$ cat src/rtl/multicycle_datapath.sv
// Multi-cycle MIPS-subset core: one shared ALU and DMEM port sequenced by a six-state FSM.
// Build option: define FORWARD_BRANCH_EN to resolve beq/j in DECODE (2-cycle branches).
module multicycle_datapath #(
  parameter int unsigned XLEN       = 32,
  parameter int unsigned NREGS      = 8,
  parameter int unsigned IMEM_DEPTH = 16,
  parameter int unsigned DMEM_DEPTH = 8
) (
  input  logic                          i_clk,
  input  logic                          i_reset,
  input  logic                          i_run,
  input  logic                          i_imem_we,
  input  logic [$clog2(IMEM_DEPTH)-1:0] i_imem_waddr,
  input  logic [31:0]                   i_imem_wdata,
  output logic [$clog2(IMEM_DEPTH)-1:0] o_pc,
  output logic [2:0]                    o_state,
  output logic                          o_halted,
  output logic                          o_error,
  output logic [15:0]                   o_retired
);

  localparam int unsigned PcW  = $clog2(IMEM_DEPTH);
  localparam int unsigned RegW = $clog2(NREGS);
  localparam int unsigned DaW  = $clog2(DMEM_DEPTH);

  localparam logic [5:0] OpRtype = 6'h00;
  localparam logic [5:0] OpJ     = 6'h02;
  localparam logic [5:0] OpBeq   = 6'h04;
  localparam logic [5:0] OpAddi  = 6'h08;
  localparam logic [5:0] OpLw    = 6'h23;
  localparam logic [5:0] OpSw    = 6'h2B;
  localparam logic [5:0] OpHalt  = 6'h3F;

  typedef enum logic [2:0] {
    StIdle   = 3'd0,
    StFetch  = 3'd1,
    StDecode = 3'd2,
    StExec   = 3'd3,
    StMem    = 3'd4,
    StWb     = 3'd5
  } state_e;

  state_e r_state, w_state_next;

  logic [PcW-1:0]  r_pc;
  logic [31:0]     r_ir;
  logic [XLEN-1:0] r_a, r_b, r_imm, r_aluout, r_mdr;
  logic            r_halted, r_error;
  logic [15:0]     r_retired;
  logic [XLEN-1:0] r_rf   [NREGS];
  logic [XLEN-1:0] r_dmem [DMEM_DEPTH];
  logic [31:0]     r_imem [IMEM_DEPTH];

  logic [5:0]      w_op, w_funct;
  logic [4:0]      w_shamt;
  logic [RegW-1:0] w_rs, w_rt, w_rd, w_wb_idx;
  logic [DaW-1:0]  w_daddr;
  logic [XLEN-1:0] w_imm, w_alu, w_wb_data;
  logic [PcW-1:0]  w_pc_target;
  logic            w_op_legal, w_funct_legal, w_is_branch, w_beq_eq, w_take;
  logic            w_ir_we, w_dec_we, w_alu_we, w_pc_load, w_dm_we, w_mdr_we, w_rf_we;
  logic            w_retire, w_stop, w_set_err, w_start;
  logic            w_unused_ir;

  assign w_op        = r_ir[31:26];
  assign w_funct     = r_ir[5:0];
  assign w_shamt     = r_ir[10:6];
  assign w_rs        = r_ir[21 +: RegW];
  assign w_rt        = r_ir[16 +: RegW];
  assign w_rd        = r_ir[11 +: RegW];
  assign w_imm       = XLEN'($signed(r_ir[15:0]));
  assign w_daddr     = r_aluout[DaW-1:0];
  assign w_unused_ir = ^r_ir[25:16];

  assign w_op_legal  = (w_op == OpRtype) || (w_op == OpAddi) || (w_op == OpLw) ||
                       (w_op == OpSw) || (w_op == OpBeq) || (w_op == OpJ);
  assign w_is_branch = (w_op == OpBeq) || (w_op == OpJ);

  // Low PC bits of the immediate equal the low IR bits, so the branch target needs no sext.
  assign w_pc_target = (w_op == OpJ) ? r_ir[PcW-1:0] : r_pc + r_ir[PcW-1:0];
`ifdef FORWARD_BRANCH_EN
  assign w_beq_eq    = (r_rf[w_rs] == r_rf[w_rt]);
`else
  assign w_beq_eq    = (r_a == r_b);
`endif
  assign w_take      = (w_op == OpJ) || ((w_op == OpBeq) && w_beq_eq);

  assign w_wb_idx    = (w_op == OpRtype) ? w_rd : w_rt;
  assign w_wb_data   = (w_op == OpLw) ? r_mdr : r_aluout;

  always_comb begin
    w_alu         = r_a + r_imm;
    w_funct_legal = 1'b1;
    if (w_op == OpRtype) begin
      case (w_funct)
        6'h20:   w_alu = r_a + r_b;
        6'h22:   w_alu = r_a - r_b;
        6'h24:   w_alu = r_a & r_b;
        6'h25:   w_alu = r_a | r_b;
        6'h2A:   w_alu = {{(XLEN-1){1'b0}}, ($signed(r_a) < $signed(r_b))};
        6'h00:   w_alu = r_b << w_shamt;
        default: w_funct_legal = 1'b0;
      endcase
    end
  end

  always_ff @(posedge i_clk or negedge i_reset) begin
    if (!i_reset) r_state <= StIdle;
    else          r_state <= w_state_next;
  end

  always_comb begin
    w_state_next = r_state;
    unique case (r_state)
      StIdle:   if (i_run && !r_error) w_state_next = StFetch;
      StFetch:  w_state_next = StDecode;
      StDecode: begin
        if ((w_op == OpHalt) || !w_op_legal) w_state_next = StIdle;
`ifdef FORWARD_BRANCH_EN
        else if (w_is_branch)                w_state_next = StFetch;
`endif
        else                                 w_state_next = StExec;
      end
      StExec: begin
        if ((w_op == OpRtype) && !w_funct_legal)    w_state_next = StIdle;
        else if (w_is_branch)                       w_state_next = StFetch;
        else if ((w_op == OpLw) || (w_op == OpSw))  w_state_next = StMem;
        else                                        w_state_next = StWb;
      end
      StMem:    w_state_next = (w_op == OpLw) ? StWb : StFetch;
      StWb:     w_state_next = StFetch;
      default:  w_state_next = StIdle;
    endcase
  end

  always_comb begin
    w_ir_we   = (r_state == StFetch);
    w_dec_we  = (r_state == StDecode);
    w_alu_we  = (r_state == StExec);
`ifdef FORWARD_BRANCH_EN
    w_pc_load = (r_state == StDecode) && w_is_branch && w_take;
`else
    w_pc_load = (r_state == StExec) && w_is_branch && w_take;
`endif
    w_dm_we   = (r_state == StMem) && (w_op == OpSw);
    w_mdr_we  = (r_state == StMem) && (w_op == OpLw);
    w_rf_we   = (r_state == StWb);
    // Only completed instructions re-enter FETCH from a non-IDLE state.
    w_retire  = (w_state_next == StFetch) && (r_state != StIdle);
    w_stop    = (w_state_next == StIdle) && (r_state != StIdle);
    w_set_err = w_stop && (w_op != OpHalt);
    w_start   = (r_state == StIdle) && (w_state_next == StFetch);
  end

  always_ff @(posedge i_clk or negedge i_reset) begin
    if (!i_reset) begin
      r_pc      <= '0;
      r_ir      <= '0;
      r_a       <= '0;
      r_b       <= '0;
      r_imm     <= '0;
      r_aluout  <= '0;
      r_mdr     <= '0;
      r_halted  <= 1'b0;
      r_error   <= 1'b0;
      r_retired <= '0;
      for (int i = 0; i < NREGS; i++)      r_rf[i]   <= '0;
      for (int i = 0; i < DMEM_DEPTH; i++) r_dmem[i] <= '0;
    end else begin
      if (w_ir_we) begin
        r_ir <= r_imem[r_pc];
        r_pc <= r_pc + PcW'(1);
      end else if (w_pc_load) begin
        r_pc <= w_pc_target;
      end
      if (w_dec_we) begin
        r_a   <= r_rf[w_rs];
        r_b   <= r_rf[w_rt];
        r_imm <= w_imm;
      end
      if (w_alu_we) r_aluout <= w_alu;
      if (w_dm_we)  r_dmem[w_daddr] <= r_b;
      if (w_mdr_we) r_mdr <= r_dmem[w_daddr];
      if (w_rf_we && (w_wb_idx != '0)) r_rf[w_wb_idx] <= w_wb_data;
      if (w_start)     r_halted <= 1'b0;
      else if (w_stop) r_halted <= 1'b1;
      if (w_set_err) r_error <= 1'b1;
      if (w_retire && (r_retired != 16'hFFFF)) r_retired <= r_retired + 16'd1;
    end
  end

  // IMEM has no reset so a loaded program survives a core reset.
  always_ff @(posedge i_clk) begin
    if (i_imem_we && (r_state == StIdle)) r_imem[i_imem_waddr] <= i_imem_wdata;
  end

  assign o_pc      = r_pc;
  assign o_state   = r_state;
  assign o_halted  = r_halted;
  assign o_error   = r_error;
  assign o_retired = r_retired;

endmodule

$ cat config.mk
export PLATFORM = sky130hd
export DESIGN_NAME = multicycle_datapath
export DESIGN_NICKNAME = d
export VERILOG_FILES = /design/src/rtl/multicycle_datapath.sv
export SDC_FILE = /design/constraint.sdc
export NUM_CORES = 2
export LEC_CHECK = 0
export BUFFER_PORTS_ARGS = -buffer_cell sky130_fd_sc_hd__buf_2
export CAP_MARGIN = 10
export CORE_ASPECT_RATIO = 0.6
export CORE_UTILIZATION = 58
export DETAILED_ROUTE_END_ITERATION = 10
export PLACE_DENSITY = 0.77
export SLEW_MARGIN = 10
export SYNTH_ARGS = -nofsm -noshare
export SYNTH_HDL_FRONTEND = slang
export SYNTH_SLANG_ARGS = --single-unit
$ cat constraint.sdc
create_clock -name i_clk -period 3.8 [get_ports i_clk]
set_input_delay 0.19 -clock i_clk [delete_from_list [all_inputs] [get_ports i_clk]]
set_output_delay 0.19 -clock i_clk [all_outputs]
set_load 0.01 [all_outputs]
**After elaboration in Yosys (flattened, before gate mapping)**

Memories as Yosys holds them, arrays and structs flattened. A register that Yosys moved wholly into a read port is not among the register bits.
Cells that the tools add are included.
Widths: inputs -> output; s select.

- Register bits: 681
- Bits in latches: 0
- RAM bits: 512
- Memory bits (read-only): 0
- Word-level logic and storage cells: 140
- Memories kept: 1

Memory list:

| memory | words | bits a word | rd ports | clocked after Yosys merged registers in | write ports | line | RTL |
|---|---|---|---|---|---|---|---|
| r_imem | 16 | 32 | 1 | 1 | 1 | 52 | `logic [31:0] r_imem [IMEM_DEPTH];` |

- Add/sub/neg operators: 6
- $mul: 0
- Div/mod/pow operators: 0
- $lt $le $gt $ge: 7
- Equality and inequality tests: 20
- Shift operators: 1
- Muxes and demuxes: 35
- Bitwise gates (word level): 6
- Reductions and logical operators: 38

Operator list:

| cell | number |
|---|---|
| $bwmux 256 | 2 |
| $mux 32 | 10 |
| $bmux 32 s3 | 3 |
| $demux 32 s3 | 2 |
| $pmux 32 s6 | 1 |
| $add 32x32->32 | 2 |
| $eq 6x6->1 const B | 8 |
| $and 32x32->32 | 1 |
| $eq 32x32->1 | 1 |
| $lt 32x32->1 | 1 |
| $or 32x32->32 | 1 |
| $shl 32x5->32 | 1 |
| $sub 32x32->32 | 1 |
| $pmux 3 s6 | 1 |
| $add 16x1->16 const B | 1 |
| $ge 4x4->1 const B | 4 |
| $logic_and 1x1->1 | 16 |
| $ne 16x16->1 const B | 1 |
| $not 3->4 | 4 |
| $mux 3 | 5 |
| $logic_not 6->1 | 2 |
| $mux 4 | 3 |
| $logic_or 1x1->1 | 9 |
| $lt 4x1->1 const B | 2 |
| other kinds (16) | 31 |

**Depth between registers and ports, before layout**

- Depth in word-level cells: 14
- Gate-level depth with buffers: 14
- Mapped depth without buffers: 14

**Worst setup path after synthesis**

Ideal clock, no wire load.

- Path type: reg2reg
- Start point: register r_state[0] (netlist: o_state[0])
- End point: memory r_imem[0][0] (enable)
- Library setup time: 0.448 ns
- Data arrival time: 3.374 ns
- Required time: 3.352 ns
- Setup slack: -0.023 ns
- Cell stages (with the launch flop): 6
- Path buffers: 1
- Period minus slack after synthesis: 3.823 ns
- Path through: dfrtp_1 clkbuf_1 nor3_1 nand2_1 or3_1 nor3_1

- Longest elaborated chain between the ends: 4

RTL lines:

| element | line | RTL |
|---|---|---|
| from (decl) | 43 | `state_e r_state, w_state_next;` |
| from (signal assigned) | 108 | `if (!i_reset) r_state <= StIdle;` |
| from (signal assigned) | 109 | `else r_state <= w_state_next;` |
| $logic_not 3->1 | 194 | `if (i_imem_we && (r_state == StIdle)) r_imem[i_imem_waddr] <= i_imem_wdata;` |
| $logic_and 1x1->1 | 194 |  |
| $mux 1 | 194 |  |
| $mux 1 (implied by the code) | 194 |  |
| to (decl) | 52 |  |

No other way between the ends.

**Worst setup path in the final report**

- Start point: register r_a[0]
- End point: register r_aluout[30]

- Longest elaborated chain between the ends: 3

RTL lines:

| element | line | RTL |
|---|---|---|
| from (decl) | 47 | `logic [XLEN-1:0] r_a, r_b, r_imm, r_aluout, r_mdr;` |
| from (signal assigned) | 177 | `r_a <= r_rf[w_rs];` |
| $add 32x32->32 (tied with other cells) | 92 | `w_alu = r_a + r_imm;` |
| $pmux 32 s6 | 95 | `case (w_funct)` |
| $mux 32 (*) | 94 | `if (w_op == OpRtype) begin` |
| to (signal assigned) | 181 | `if (w_alu_we) r_aluout <= w_alu;` |
| to (decl) | 47 |  |

Mark *: on every way between the ends. The rest lies on a longest branch, timed or not.
A chain may end at the register's enable or synchronous reset.

==> impl_table.tex <==
\begin{tabular}{lr}
\hline
Metric & Value \\
\hline
\multicolumn{2}{l}{\textbf{Status}} \\
Result of the run & complete, no violations \\
\multicolumn{2}{l}{\textbf{Global route}} \\
First-pass GRT wire length & 268000 um \\
Overall routing resource usage & 37.6\% \\
Overall overflow remaining after global route & 0 \\
Vias in the first global route & 39900 \\
Maximum number of pins on one net before global-route repair & 117 \\
Initial antenna violation count & 5 \\
\multicolumn{2}{l}{\textbf{Place}} \\
Placed Instances & 5811 \\
HPWL Detailed & 124000 um \\
Number of buffers inserted by port buffering & 60 \\
Final estimated routing congestion in global placement & 1.10 \\
Post-Place Worst Slack & 63.2 ps \\
\multicolumn{2}{l}{\textbf{Floorplanning}} \\
Core Footprint & 0.0962 mm\^{}2 \\
Die Height & 244 um \\
Initial Utilization & 58.7\% \\
Total Die Area & 0.0986 mm\^{}2 \\
Number of placed I/O pins & 65 \\
DIE WIDTH & 405 um \\
Floorplan row count & 88 \\
\multicolumn{2}{l}{\textbf{STA}} \\
Hold violation total from the final report & 0 \\
Setup TNS Final & 0 ps \\
Layout Skew & 72.1 ps \\
RSZ-0062 raised after global routing & no \\
Max-slew violation count & 0 \\
Worst max-slew margin expressed relative to the limit & 17.9\% \\
F\_max & 265 MHz \\
Final period demand of the worst path & 3770 ps \\
Post-route worst setup slack & 28.9 ps \\
Slew at the pin closest to its max-slew limit & 1230 ps \\
Final number of setup-violating endpoints & 0 \\
Share of the cycle needed by the critical path after routing & 99.2\% \\
\multicolumn{2}{l}{\textbf{Synth}} \\
Number of distinct library cells after synthesis & 94 \\
Post-synth EDFFs & 448 \\
Mux contribution to synthesized area & 18.9\% \\
Sequential area share after synthesis & 55.2\% \\
Area share of the largest cell type after synthesis & 31.4\% \\
Cell taking the most area after synthesis & sky130\_fd\_sc\_hd\_\_dfrtp\_1 \\
Count of warnings emitted by yosys & 0 \\
Top-count cell post-synth & sky130\_fd\_sc\_hd\_\_dfrtp\_1 \\
Parity-gate share of the synthesized area counting xor and xnor cells & 1.15\% \\
Async set-or-reset flop fraction in the synthesized netlist & 61.3\% \\
Most used DFF post-synth & sky130\_fd\_sc\_hd\_\_dfrtp\_1 \\
Mapped Cells & 4505 \\
Share of synthesized cell area in and, or, nand and nor gates & 7.97\% \\
Post-synthesis share of cell area spent on full adders, half adders and majority gates & 3.24\% \\
Post-Syn Area per Cell & 12.5 um\^{}2 \\
Most frequent cells after synthesis & 709 x sky130\_fd\_sc\_hd\_\_dfrtp\_1, 510 x sky130\_fd\_sc\_hd\_\_nand2\_1, 448 x sky130\_fd\_sc\_hd\_\_edfxtp\_1 \\
Compound-Gate Fraction of Synth Area & 10.3\% \\
Synthesized flop and latch total & 1157 \\
Dominant combinational cell family by area after synthesis & multiplexers \\
Netlist area before placement & 0.0565 mm\^{}2 \\
Post-synth net total & 4688 \\
Top cells by area in the synthesized netlist & sky130\_fd\_sc\_hd\_\_dfrtp\_1 31\%, sky130\_fd\_sc\_hd\_\_edfxtp\_1 24\%, sky130\_fd\_sc\_hd\_\_mux4\_2 14\% \\
\multicolumn{2}{l}{\textbf{Worst setup path}} \\
Capture point of the worst reg-to-reg path & r\_aluout[30]\$\_DFFE\_PN0P\_ \\
Launching point of the worst reg2reg path & r\_a[0]\$\_DFFE\_PN0P\_ \\
Depth of the worst register-to-register path & 13 \\
Type of the worst setup path & reg -> reg \\
Element type at the critical path start & register \\
Data arrival at the endpoint of the critical path & 4400 ps \\
Worst reg-to-reg setup slack & 30 ps \\
WP data required & 4420 ps \\
CP Max Fanout & 4 \\
Crit path capture type & register \\
\multicolumn{2}{l}{\textbf{Pwr}} \\
Net switching fraction of the power & 39.3\% \\
Clock share of power & 26.4\% \\
Net switching power of the design & 0.0172 W \\
Power density over the cells & 686 mW/mm\^{}2 \\
Cell Int Power & 0.0266 W \\
Part of the power in registers & 33.6\% \\
Max rail drop VDD & 482 uV \\
Logic pwr share & 40.0\% \\
Static leakage power & 25.8 nW \\
\multicolumn{2}{l}{\textbf{Clock network}} \\
Number of clock sinks & 1157 \\
CTS buffer count & 101 \\
Cell at the root of the clock tree & sky130\_fd\_sc\_hd\_\_clkbuf\_16 \\
TritonCTS clock tree & built \\
Clock transition at the register clock pins on the worst setup and hold paths after CTS & 70 ps \\
Clock latency of the later-clocked register in the worst-skew pair & 760 ps \\
Worst-case clock buffer depth & 3 \\
Deepest level of the CTS H-tree & 3 \\
\multicolumn{2}{l}{\textbf{Cells and area}} \\
Nets@finish & 4826 \\
Share of final-layout standard cells stronger than drive strength 1 & 22.5\% \\
Area growth from synthesis to final layout & 13.0\% \\
Final Non-Filler Cells & 6038 \\
\multicolumn{2}{l}{\textbf{Drt}} \\
Final routed wire length divided by cell count & 30.3 um \\
DRC & 0 \\
Antenna viol nets, final & 0 \\
Mean number of vias per cell & 6.75 \\
Detailed router's first-iteration violation count & 5479 \\
Vias & 40700 \\
First-pass DRT Iterations & 9 \\
Total wire length & 183000 um \\
\multicolumn{2}{l}{\textbf{Job}} \\
Number of max-capacitance violations reported & 0 \\
\multicolumn{2}{l}{\textbf{Min path}} \\
Worst hold-check path type & in -> async \\
\hline
\end{tabular}
[cells by family (layout without fill, tap and decap cells)]
family	count (synthesis)	after routing
DFF	1157	1157
and+or+nand+nor	1064	1064
AOI/OAI and AO/OA	998	998
muxes	619	619
buffers and inverters	449	674
adders and majority gates	144	144
xor gates and xnor gates	74	74
other	0	3
[layer usage]
layer / up-vias / wire length (um) / global-route usage, % / share of wire [%]
met5: - / 190 / 1.27 / 0.10
li1: 16900 / - / - / -
met4: 4 / 4030 / 8.67 / 2.2
met2: 2747 / 70500 / 46.7 / 39
met3: 321 / 34100 / 23.6 / 19
met1: 20700 / 73900 / 54.6 / 40
[sequential cells by signal (all words and copies together) (netlist names)]
register	count
o_error	1
o_halted	1
o_pc	4
o_retired	16
o_state	3
r_a	32
r_aluout	32
r_b	32
r_dmem	256
r_imem	448
r_imm	16
r_ir	28
r_mdr	32
r_rf	256
[cell type report]
cell class / instances / area [um^2]
inverter: 122 / 458
antenna: 3 / 7.51
clock buffer: 134 / 2830
tap: 1305 / 1630
multi-input combinational: 2899 / 23700
timing repair buffer: 362 / 3020
fill: 6732 / 32400
sequential: 1157 / 31200
clock inverter: 56 / 936
[power groups by stage]
stage	logic [W]	registers, W	clock network (W)
detailed placement	0.0163	0.0148	0
global placement	0.0164	0.0148	0
CTS	0.0165	0.0146	0.0117
global route	0.0183	0.0147	0.0121
finish	0.0175	0.0147	0.0116
floorplan	0.0100	0.0144	0
[critical path, cell delays in order (launching register included)]
cell	delay, ps
sky130_fd_sc_hd__dfrtp_1	430
sky130_fd_sc_hd__ha_1	280
sky130_fd_sc_hd__fa_1	460
sky130_fd_sc_hd__a211oi_2	330
sky130_fd_sc_hd__o21bai_1	150
sky130_fd_sc_hd__o211ai_1	330
sky130_fd_sc_hd__a31oi_2	220
sky130_fd_sc_hd__a211oi_1	300
sky130_fd_sc_hd__buf_4	180
sky130_fd_sc_hd__o221a_1	220
sky130_fd_sc_hd__o32ai_2	110
sky130_fd_sc_hd__xnor2_1	350
sky130_fd_sc_hd__o21ai_1	130
sky130_fd_sc_hd__o221a_1	140
[through the flow]
| stage | hold WS (ps) | power [W] | util [%] | area [um^2] |
|---|---|---|---|---|
| floorplan | -106 | 0.0244 | - | 56500 |
| global placement | 324 | 0.0312 | 62.0 | 59700 |
| detailed placement | 330 | 0.0312 | 62.0 | 59700 |
| CTS | 169 | 0.0428 | 66.3 | 63800 |
| global route | 212 | 0.0452 | 66.3 | 63800 |
| finish | 157 | 0.0438 | 66.3 | 63800 |
[how the worst max path moves through the flow]
| stage | start | endpoint | slack, ps | cells after the start |
|---|---|---|---|---|
| global placement | r_a[0]$_DFFE_PN0P_ | r_aluout[24]$_DFFE_PN0P_ | 130 | 13 |
| detailed placement | r_a[0]$_DFFE_PN0P_ | r_aluout[24]$_DFFE_PN0P_ | 60 | 13 |
| CTS | r_a[0]$_DFFE_PN0P_ | r_aluout[24]$_DFFE_PN0P_ | 130 | 13 |
| finish | r_a[0]$_DFFE_PN0P_ | r_aluout[30]$_DFFE_PN0P_ | 30 | 13 |
| global route | r_b[1]$_DFFE_PN0P_ | r_aluout[23]$_DFFE_PN0P_ | 3 | 13 |
| floorplan | o_state[0]$_DFF_PN0_ | r_imem[1][0]$_DFFE_PP_ | 170 | 6 |
[cell usage in the layout, fill, tap and decap left out, drive strengths merged, types with 119 or more instances in the layout]
master  instances
nand2         510
inv           119
nor2          341
ha            139
o21ai         415
dfrtp         709
clkbuf        134
mux2          138
edfxtp        448
a21oi         304
mux2i         136
mux4          345
buf           329
[repair_timing]
| action | in CTS | in global routing |
|---|---|---|
| hold buffers | 33 | 0 |
| pin swaps | 0 | 1 |
| gates resized for setup | 1 | 8 |
| setup endpoints to repair | 1 | 8 |
| hold endpoints to repair | 527 | 0 |
| buffers inserted | 0 | 1 |
| gates cloned | 0 | 0 |
No activity file was read; power rests on OpenSTA's default activity.
